**config.mk**
```make
export PLATFORM = sky130hd
export DESIGN_NAME = unidade_load_store
export DESIGN_NICKNAME = d
export VERILOG_FILES = /design/src/rtl/unidade_load_store_pkg.sv /design/src/rtl/unidade_load_store_alinha_dados.sv /design/src/rtl/unidade_load_store.sv
export SDC_FILE = /design/constraint.sdc
export NUM_CORES = 1
export LEC_CHECK = 0
export BUFFER_PORTS_ARGS = -buffer_cell sky130_fd_sc_hd__buf_2
export CORE_MARGIN = 2
export CORE_UTILIZATION = 41
export CTS_CLUSTER_SIZE = 40
export DETAILED_ROUTE_END_ITERATION = 10
export GPL_TIMING_DRIVEN = 0
export HOLD_SLACK_MARGIN = 0.1
export MAX_ROUTING_LAYER = met4
export PLACE_DENSITY = 0.67
export SETUP_SLACK_MARGIN = 0.02
export SLEW_MARGIN = 0
export SYNTH_ARGS = -nofsm -noshare
export SYNTH_HDL_FRONTEND = slang
export SYNTH_SLANG_ARGS = --single-unit
```
**constraint.sdc**
```tcl
create_clock -name clock -period 2.3 [get_ports clock]
set_input_delay 0.345 -clock clock [delete_from_list [all_inputs] [get_ports clock]]
set_output_delay 0.345 -clock clock [all_outputs]
set_load 0.02 [all_outputs]
```
**src/rtl/unidade_load_store_pkg.sv**
```systemverilog
// Shared definitions for the load/store unit: state encodings, access sizes, default width.
// Combinational helpers only; no latency. No flow control.
// Optional alignment checking is controlled by VERIFICA_ALINHAMENTO_EN in the top.
package unidade_load_store_pkg;

  localparam int LARGURA_PADRAO = 32;

  localparam logic [1:0] TAM_BYTE    = 2'b00;
  localparam logic [1:0] TAM_MEIA    = 2'b01;
  localparam logic [1:0] TAM_PALAVRA = 2'b10;

  typedef enum logic [2:0] {
    OCIOSO   = 3'd0,
    LER      = 3'd1,
    DADO     = 3'd2,
    MESCLA   = 3'd3,
    ESCREVER = 3'd4,
    FIM      = 3'd5
  } estado_t;

  // Clears the offset bits below the access size so lanes always start on a natural boundary.
  function automatic logic [1:0] alinha_desloc(input logic [1:0] tam, input logic [1:0] desloc);
    logic [1:0] r;
    r = 2'b00;
    case (tam)
      TAM_BYTE: r = desloc;
      TAM_MEIA: r = {desloc[1], 1'b0};
      default:  r = 2'b00;
    endcase
    return r;
  endfunction

endpackage

```
**src/rtl/unidade_load_store_alinha_dados.sv**
```systemverilog
// Lane extraction with sign/zero extension for loads, and lane merge for partial stores.
// Purely combinational, zero latency. No flow control.
module alinha_dados
  import unidade_load_store_pkg::*;
#(
  parameter int LARGURA = LARGURA_PADRAO
) (
  input  logic [1:0]         tamanho,
  input  logic [1:0]         deslocamento,
  input  logic               comSinal,
  input  logic [LARGURA-1:0] palavra,
  input  logic [LARGURA-1:0] dadoStore,
  output logic [LARGURA-1:0] dadoExtraido,
  output logic [LARGURA-1:0] palavraMesclada
);

  logic [7:0]  byte_sel;
  logic [15:0] meia_sel;
  logic [4:0]  base_byte;
  logic [4:0]  base_meia;

  always_comb begin
    base_byte       = {deslocamento, 3'b000};
    base_meia       = {deslocamento[1], 4'b0000};
    byte_sel        = palavra[base_byte +: 8];
    meia_sel        = palavra[base_meia +: 16];
    dadoExtraido    = palavra;
    palavraMesclada = palavra;
    case (tamanho)
      TAM_BYTE: begin
        dadoExtraido                   = {{(LARGURA-8){comSinal & byte_sel[7]}}, byte_sel};
        palavraMesclada[base_byte +: 8] = dadoStore[7:0];
      end
      TAM_MEIA: begin
        dadoExtraido                    = {{(LARGURA-16){comSinal & meia_sel[15]}}, meia_sel};
        palavraMesclada[base_meia +: 16] = dadoStore[15:0];
      end
      TAM_PALAVRA: begin
        dadoExtraido    = palavra;
        palavraMesclada = dadoStore;
      end
      default: begin
        dadoExtraido    = palavra;
        palavraMesclada = palavra;
      end
    endcase
  end

endmodule

```
**src/rtl/unidade_load_store.sv**
```systemverilog
// Load/store controller in front of a word memory (registered read, negedge write); RMW for byte/half stores.
// Latency: load 3 cycles, word store 2, byte/half store 4, fault 1 (pronto pulse in FIM).
// One request at a time; iniciar is ignored while ocupado. VERIFICA_ALINHAMENTO_EN enables alignment faults.
module unidade_load_store
  import unidade_load_store_pkg::*;
#(
  parameter int LARGURA  = LARGURA_PADRAO,
  parameter int PALAVRAS = 1600
) (
  input  logic               clock,
  input  logic               reset,
  input  logic               iniciar,
  input  logic               escrever,
  input  logic [1:0]         tamanho,
  input  logic               comSinal,
  input  logic [LARGURA-1:0] endereco,
  input  logic [LARGURA-1:0] dadoStore,
  output logic               memRead,
  output logic               memWrite,
  output logic [LARGURA-1:0] enderecoMem,
  output logic [LARGURA-1:0] dadoEscrita,
  input  logic [LARGURA-1:0] dadoLido,
  output logic               ocupado,
  output logic               pronto,
  output logic [LARGURA-1:0] dadoLoad,
  output logic               erro
);

  localparam logic [LARGURA-1:0] PALAVRAS_W = LARGURA'(PALAVRAS);

  estado_t estado, prox;

  logic               req_escrever;
  logic [1:0]         req_tamanho;
  logic               req_comSinal;
  logic [1:0]         req_desloc;
  logic [LARGURA-1:0] req_dadoStore;
  logic               falha;

  logic [LARGURA-1:0] indice;
  logic               fora_faixa;
  logic               reservado;
  logic               desalinhado;
  logic               falha_nova;
  logic               aceita;
  logic [LARGURA-1:0] dado_extraido;
  logic [LARGURA-1:0] palavra_mesclada;

  assign indice     = {2'b00, endereco[LARGURA-1:2]};
  assign fora_faixa = (indice >= PALAVRAS_W);
  assign reservado  = (tamanho == 2'b11);

`ifdef VERIFICA_ALINHAMENTO_EN
  assign desalinhado = ((tamanho == TAM_MEIA) && endereco[0]) ||
                       ((tamanho == TAM_PALAVRA) && (endereco[1:0] != 2'b00));
`else
  assign desalinhado = 1'b0;
`endif

  assign falha_nova = fora_faixa | reservado | desalinhado;

  // FIM counts as idle so a request arriving in the pronto cycle is taken without a bubble.
  assign ocupado = (estado != OCIOSO) && (estado != FIM);
  assign aceita  = iniciar && !ocupado;

  assign memRead  = (estado == LER);
  assign memWrite = (estado == ESCREVER);
  assign pronto   = (estado == FIM);
  assign erro     = (estado == FIM) && falha;

  alinha_dados #(.LARGURA(LARGURA)) u_alinha (
    .tamanho         (req_tamanho),
    .deslocamento    (req_desloc),
    .comSinal        (req_comSinal),
    .palavra         (dadoLido),
    .dadoStore       (req_dadoStore),
    .dadoExtraido    (dado_extraido),
    .palavraMesclada (palavra_mesclada)
  );

  always_comb begin
    prox = estado;
    case (estado)
      OCIOSO, FIM: begin
        prox = OCIOSO;
        if (aceita) begin
          if (falha_nova)
            prox = FIM;
          else if (escrever && (tamanho == TAM_PALAVRA))
            prox = ESCREVER;
          else
            prox = LER;
        end
      end
      LER:      prox = req_escrever ? MESCLA : DADO;
      DADO:     prox = FIM;
      MESCLA:   prox = ESCREVER;
      ESCREVER: prox = FIM;
      default:  prox = OCIOSO;
    endcase
  end

  always_ff @(posedge clock) begin
    if (reset) begin
      estado        <= OCIOSO;
      req_escrever  <= 1'b0;
      req_tamanho   <= TAM_BYTE;
      req_comSinal  <= 1'b0;
      req_desloc    <= 2'b00;
      req_dadoStore <= '0;
      falha         <= 1'b0;
      dadoLoad      <= '0;
      enderecoMem   <= '0;
      dadoEscrita   <= '0;
    end else begin
      estado <= prox;
      if (aceita) begin
        req_escrever  <= escrever;
        req_tamanho   <= tamanho;
        req_comSinal  <= comSinal;
        req_desloc    <= alinha_desloc(tamanho, endereco[1:0]);
        req_dadoStore <= dadoStore;
        falha         <= falha_nova;
        if (!falha_nova) begin
          enderecoMem <= indice;
          if (escrever && (tamanho == TAM_PALAVRA))
            dadoEscrita <= dadoStore;
        end
      end
      if (estado == DADO)
        dadoLoad <= dado_extraido;
      if (estado == MESCLA)
        dadoEscrita <= palavra_mesclada;
    end
  end

endmodule

```
# ---- After elaboration in Yosys (flattened, before gate mapping)
# Cells that the tools add are included.
dict set report word_totals {
  romBits 0
  output_inout_bits 101
  latchBits 0
  mem_count 0
  mem_bits_rw 0
  ff_bits 136
  in_bits 103
  word_cells 64
}
dict set report op_classes {
  n_addsub 2
  div_mod_pow 0
  mux 14
  bitwise 4
  order_cmp 1
  n_shift 6
  eq_ne 12
  multipliers 0
  n_reduce_logical 15
}
# op count
set op_table {}
lappend op_table {{$mux W32} 4}
lappend op_table {{$pmux W32 S3} 1}
lappend op_table {{$bwmux W32} 2}
lappend op_table {{$pmux W32 S2} 1}
lappend op_table {{$shift A16 B7 Y32 const A} 1}
lappend op_table {{$shift A8 B7 Y32 const A} 1}
lappend op_table {{$shiftx A16 B7 Y32} 1}
lappend op_table {{$shiftx A32 B6 Y16} 1}
lappend op_table {{$shiftx A32 B6 Y8} 1}
lappend op_table {{$shiftx A8 B7 Y32} 1}
lappend op_table {{$ge A30 B11 Y1 const B} 1}
lappend op_table {{$neg A5 Y7} 2}
lappend op_table {{$pmux W3 S4} 1}
lappend op_table {{$mux W3} 3}
lappend op_table {{$eq A2 B2 Y1 const B} 3}
lappend op_table {{$eq A3 B2 Y1 const B} 2}
lappend op_table {{$eq A3 B3 Y1 const B} 2}
lappend op_table {{$eq A2 B1 Y1 const B} 2}
lappend op_table {{$logic_and A1 B1 Y1} 4}
lappend op_table {{$logic_not A2 Y1} 2}
lappend op_table {{$pmux W2 S2} 1}
lappend op_table {{$reduce_bool A2 Y1} 2}
lappend op_table {{$reduce_or A2 Y1} 2}
lappend op_table {{$eq A3 B1 Y1 const B} 1}
lappend op_table {{other kinds (11)} 12}

# ---- Logic depth before layout (Yosys ltp)
dict set report depth {
  depth_word 6
  depth_mapped 10
  mapped_depth_nobuf 7
}

# ---- Modules after synthesis
# Synthesis repeated with hierarchy kept, for this count alone.
dict set report unflattened {
  cells_unflattened 915
  hier_area_um2 7350.8
}
# mod seq_area_each_um2 area_per_inst_um2 cells_per_inst n_inst
set by_module_without_submodules {}
lappend by_module_without_submodules {unidade_load_store 2722.6 5340.1 641 1}
lappend by_module_without_submodules {alinha_dados 0.0 2010.7 274 1}

# ---- Least setup slack after synthesis
# Ideal clock, no wire load.
dict set report synth_timing {
  kind {register to register}
  startpoint {register req_desloc[1]}
  endpoint {register dadoEscrita[18]}
  period_less_slack_ns 2.248
  t_arrival_ns 2.170
  setup_ns 0.078
  path_buffers 3
  required_ns 2.222
  setup_slack_ns 0.052
  stages_incl_launch_ff 11
  cell_sequence {dfxtp_1 buf_2 buf_2 inv_1 ha_1 nor4bb_1 clkbuf_1 a221oi_1 o21ai_0 o211ai_1 nor3_1}
}
dict set report synth_between {
  elab_chain_cells 5
  word_cells_on_any_way 10
  cone_classes {2 x add/sub; 4 x shift; 4 x mux}
}
# element line
set synth_lines {}
lappend synth_lines {{from (decl)} unidade_load_store.sv:36} ;# logic [1:0] req_desloc;
lappend synth_lines {{from (signal assigned)} unidade_load_store.sv:121} ;# req_desloc <= alinha_desloc(tamanho, endereco[1:0]);
lappend synth_lines {{$neg A5 Y7 (on tied branches)} {unidade_load_store_alinha_dados.sv:36, unidade_load_store_alinha_dados.sv:32}}
lappend synth_lines {{$shiftx A16 B7 Y32 (tied with other cells)} unidade_load_store_alinha_dados.sv:36} ;# palavraMesclada[base_meia +: 16] = dadoStore[15:0];
lappend synth_lines {{$bwmux W32 (on tied branches)} {unidade_load_store_alinha_dados.sv:36, unidade_load_store_alinha_dados.sv:32}}
lappend synth_lines {{$pmux W32 S3 *} unidade_load_store_alinha_dados.sv:29} ;# case (tamanho)
lappend synth_lines {{$mux W32 *} unidade_load_store.sv:132} ;# if (estado == MESCLA)
lappend synth_lines {{to (signal assigned)} unidade_load_store.sv:127} ;# dadoEscrita <= dadoStore;
lappend synth_lines {{to (signal assigned)} unidade_load_store.sv:133} ;# dadoEscrita <= palavra_mesclada;
lappend synth_lines {{to (decl)} unidade_load_store.sv:21} ;# output logic [LARGURA-1:0] dadoEscrita,
# Every way passes the cells marked *; elsewhere a longest branch is shown, timed or not.
# A chain may end at the register's enable or synchronous reset.

# ---- Worst setup path after layout
dict set report layout_timing {
  startpoint {register req_desloc[1]}
  endpoint {register dadoEscrita[28]}
}
# The elaborated chain is that of the path after synthesis.

==> flow_summary.yaml <==
timing:
  rsz0062_at_grt: "yes"
  fin_ws_ps: 46.92
  max_freq_ghz: 0.4438
  setup_viol: 0
  max_slew_margin: 0.5019
  fin_crit_ps: 2253
  timing.hold.ws_ps: 163.4
  tightest_slew_ps: 741.4
  slew_viol_final: 0
  hold_viol: 0
  fin_crit_sh: 0.9796
  fin_worst_skew_ps: 7.152
synth:
  ys_types: 50
  synthesis.area_sq_mm: 0.006685
  synth_flop_cell: "dfxtp_1"
  async_reset_ff_frac: 0
  synth_top_area_frac: 0.4073
  synth_edf_count: 0
  yosysTopAreaCell: "dfxtp_1"
  synthCells: 844
  seq_area_frac_synth: 0.4073
  yosysWarnings: 0
  syn_area_per_cell_sq_um: 7.921
  synth_area_leaders: "dfxtp_1 41%, a21oi_1 7.6%, nand2_1 6.5%"
  ys_seq_elements: 136
floorplan:
  die_w_um: 131.7
  rows: 46
  dieArea_sq_mm: 0.01734
  top_level_ports: 204
  start_util: 0.4208
  dieHeight_um: 131.7
  core_sq_mm: 0.01589
power:
  design_power_total_mw: 8.127
  power_density_mw_per_mm2: 930.4
  vdd_drop_max_uv: 649.5
  p_leak_nw: 3.636
clock_tree:
  numCtsBuffers: 17
  cts_sinks: 136
  clk_pin_slew_ps: 60
  cts_tree: "yes"
  root_buffer: "clkbuf_16"
  clkLatencyLatePin_ps: 420
  clockBufferDepth: 2
  ctsHoldBuffers: 0
  cts_htree_levels: 4
setup_path:
  cp.required_ps: 2640
  r2r_cells: 11
  r2r_slack_ps: 50
  cp.arrival_ps: 2590
  cp-end-kind: "flop"
  worstSetupStartpoint: "req_desloc[1]"
  reg2reg_from: "req_desloc[1]"
  crit_chain: "buf_6, buf_6, clkinvlp_4, ha_2, nor4bb_1, buf_4, buf_4, a221oi_1, o21ai_1, o211ai_1, nor3_1"
  path_class: "reg -> reg"
  cp-endpoint: "dadoEscrita[28]"
  crit_fanout: 10
  slowest_stage: "dfxtp_2"
  cpPeakStageDelay_ps: 360
  cp-start-kind: "flop"
  regToRegEndpoint: "dadoEscrita[28]"
finish:
  area_growth_syn_to_layout_pct: 30.66
  final_common_cell: "buf_2"
  layout_common_cells: "216 x buf_2, 134 x dfxtp_1, 116 x nand2_1"
  final_layout_size_suffix_gt1_frac: 0.2890
  nets: 1178
  instances_no_fill: 1301
global_route:
  grt_pass1_vias: 6958
  track_usage: 0.2819
  grt_max_degree: 17
  grt_first_pass_wirelength_um: 37670
  grt_overflow: 0
  grt_antenna_before_repair: 2
drt:
  wirelength_um: 24540
  drc: 0
  drtIter0Drc: 668
  drt-pass1-iter-count: 5
  vias: 7409
  via_per_inst: 5.695
  ant_nets: 0
  avgRoutedWirePerCell_um: 18.86
placement:
  place.gp.congestion: 0.9816
  port_buffers: 201
  dpl.hpwl_um: 18380
  place_ws_ps: -588.1
  placed_cells: 1262
outcome:
  outcome: "complete, no violations"
min_path:
  hp-start: "endereco[7]"
  min_path_type: "in -> reg"
flow_run:
  cap_violations: 0
worst min path at each step:
stage                       to  slack [ps]  cells after the start
6_report        enderecoMem[5]         160                      3
5_1_grt         enderecoMem[0]         160                      3
4_1_cts         enderecoMem[3]         150                      3
3_5_place_dp   enderecoMem[23]         440                      1
3_3_place_gp   enderecoMem[11]         440                      1
2_1_floorplan            falha         430                      1
flip-flops by register name (all words and copies together), names as in the netlist, 2 cells and up:
register and flops:
req_desloc 2, dadoLoad 32, estado 3, req_dadoStore 32, req_tamanho 2, dadoEscrita 32, enderecoMem 30
synth_stat cells, types with 3 or more instances:
cell type  count
a211o_1        9
a21oi_1      102
a221oi_1      26
a222oi_1       7
a311o_1        6
and2_1        21
buf_1          3
buf_2         19
buf_4          3
buf_6          3
clkbuf_1      47
dfxtp_1      136
ha_1           5
inv_1         10
mux2_2        23
mux2i_1       11
nand2_1      116
nand2b_1       6
nand3_1        4
nand3b_1       3
nor2_1        81
nor2b_1       10
nor3_1        67
nor4_1         5
nor4bb_1       3
o211ai_1      16
o21ai_0       51
o221ai_1       8
o22ai_1       17
metrics by stage:
step           cell area (sq um)  setup TNS [ps]    util
3_5_place_dp                7965          -12800  0.5014
4_1_cts                     8650               0  0.5445
3_3_place_gp                7965          -12380  0.5014
6_report                    8735               0  0.5499
5_1_grt                     8735          -138.2  0.5499
2_1_floorplan               6689               0       -
what timing repair did:
| action | CTS | global route |
|---|---|---|
| setup buffers | 2 | 3 |
| endpoints found under the setup margin | 32 | 69 |
| gates resized for setup | 20 | 28 |
| hold endpoints to repair | 0 | 0 |
| pin swaps | 4 | 14 |
| cloned | 0 | 0 |
final cells by class:
| class | instances | area (sq um) |
|---|---|---|
| fill | 1582 | 7151 |
| multi-input combinational | 624 | 3669 |
| sequential | 136 | 2725 |
| timing repair buffer | 206 | 1044 |
| clock buffer | 19 | 432.9 |
| buffer | 75 | 379.1 |
| tap | 216 | 270.3 |
| clock inverter | 13 | 168.9 |
| inverter | 10 | 41.29 |
| antenna | 2 | 5.005 |
kinds of logic (layout without fill, tap and decap cells):
group / after synthesis / after routing / share of synthesized area
compound gates: 251 / 251 / 0.2373
xor+xnor: 1 / 1 / 0.002434
fa+ha+maj: 5 / 5 / 0.009358
buf+inv: 85 / 323 / 0.05634
flops: 136 / 136 / 0.4073
mux: 35 / 35 / 0.05858
other cells: 1 / 4 / 0.0005609
simple gates: 330 / 330 / 0.2282
where the power goes:
part	internal (mW)	switching, mW
Sequential	2.65	0.279
Clock	1.72	1.10
Combinational	0.844	1.54
Total	5.21	2.91
worst max-delay path, delay by kind of cell (launching register included):
family | cells | cell delay [ps]
fa+ha+maj | 1 | 240
simple gates | 2 | 520
compound gates | 3 | 330
buf+inv | 5 | 730
flops | 1 | 360
routing by layer:
metal | global-route usage | vias up | part of all wire
met2 | 0.4136 | 422 | 0.43
met1 | 0.3726 | 3442 | 0.45
met4 | 0.1135 | 0 | 0.038
met5 | - | - | 0
met3 | 0.06867 | 58 | 0.089
li1 | - | 3487 | -
(Power assumes the default switching activity.)
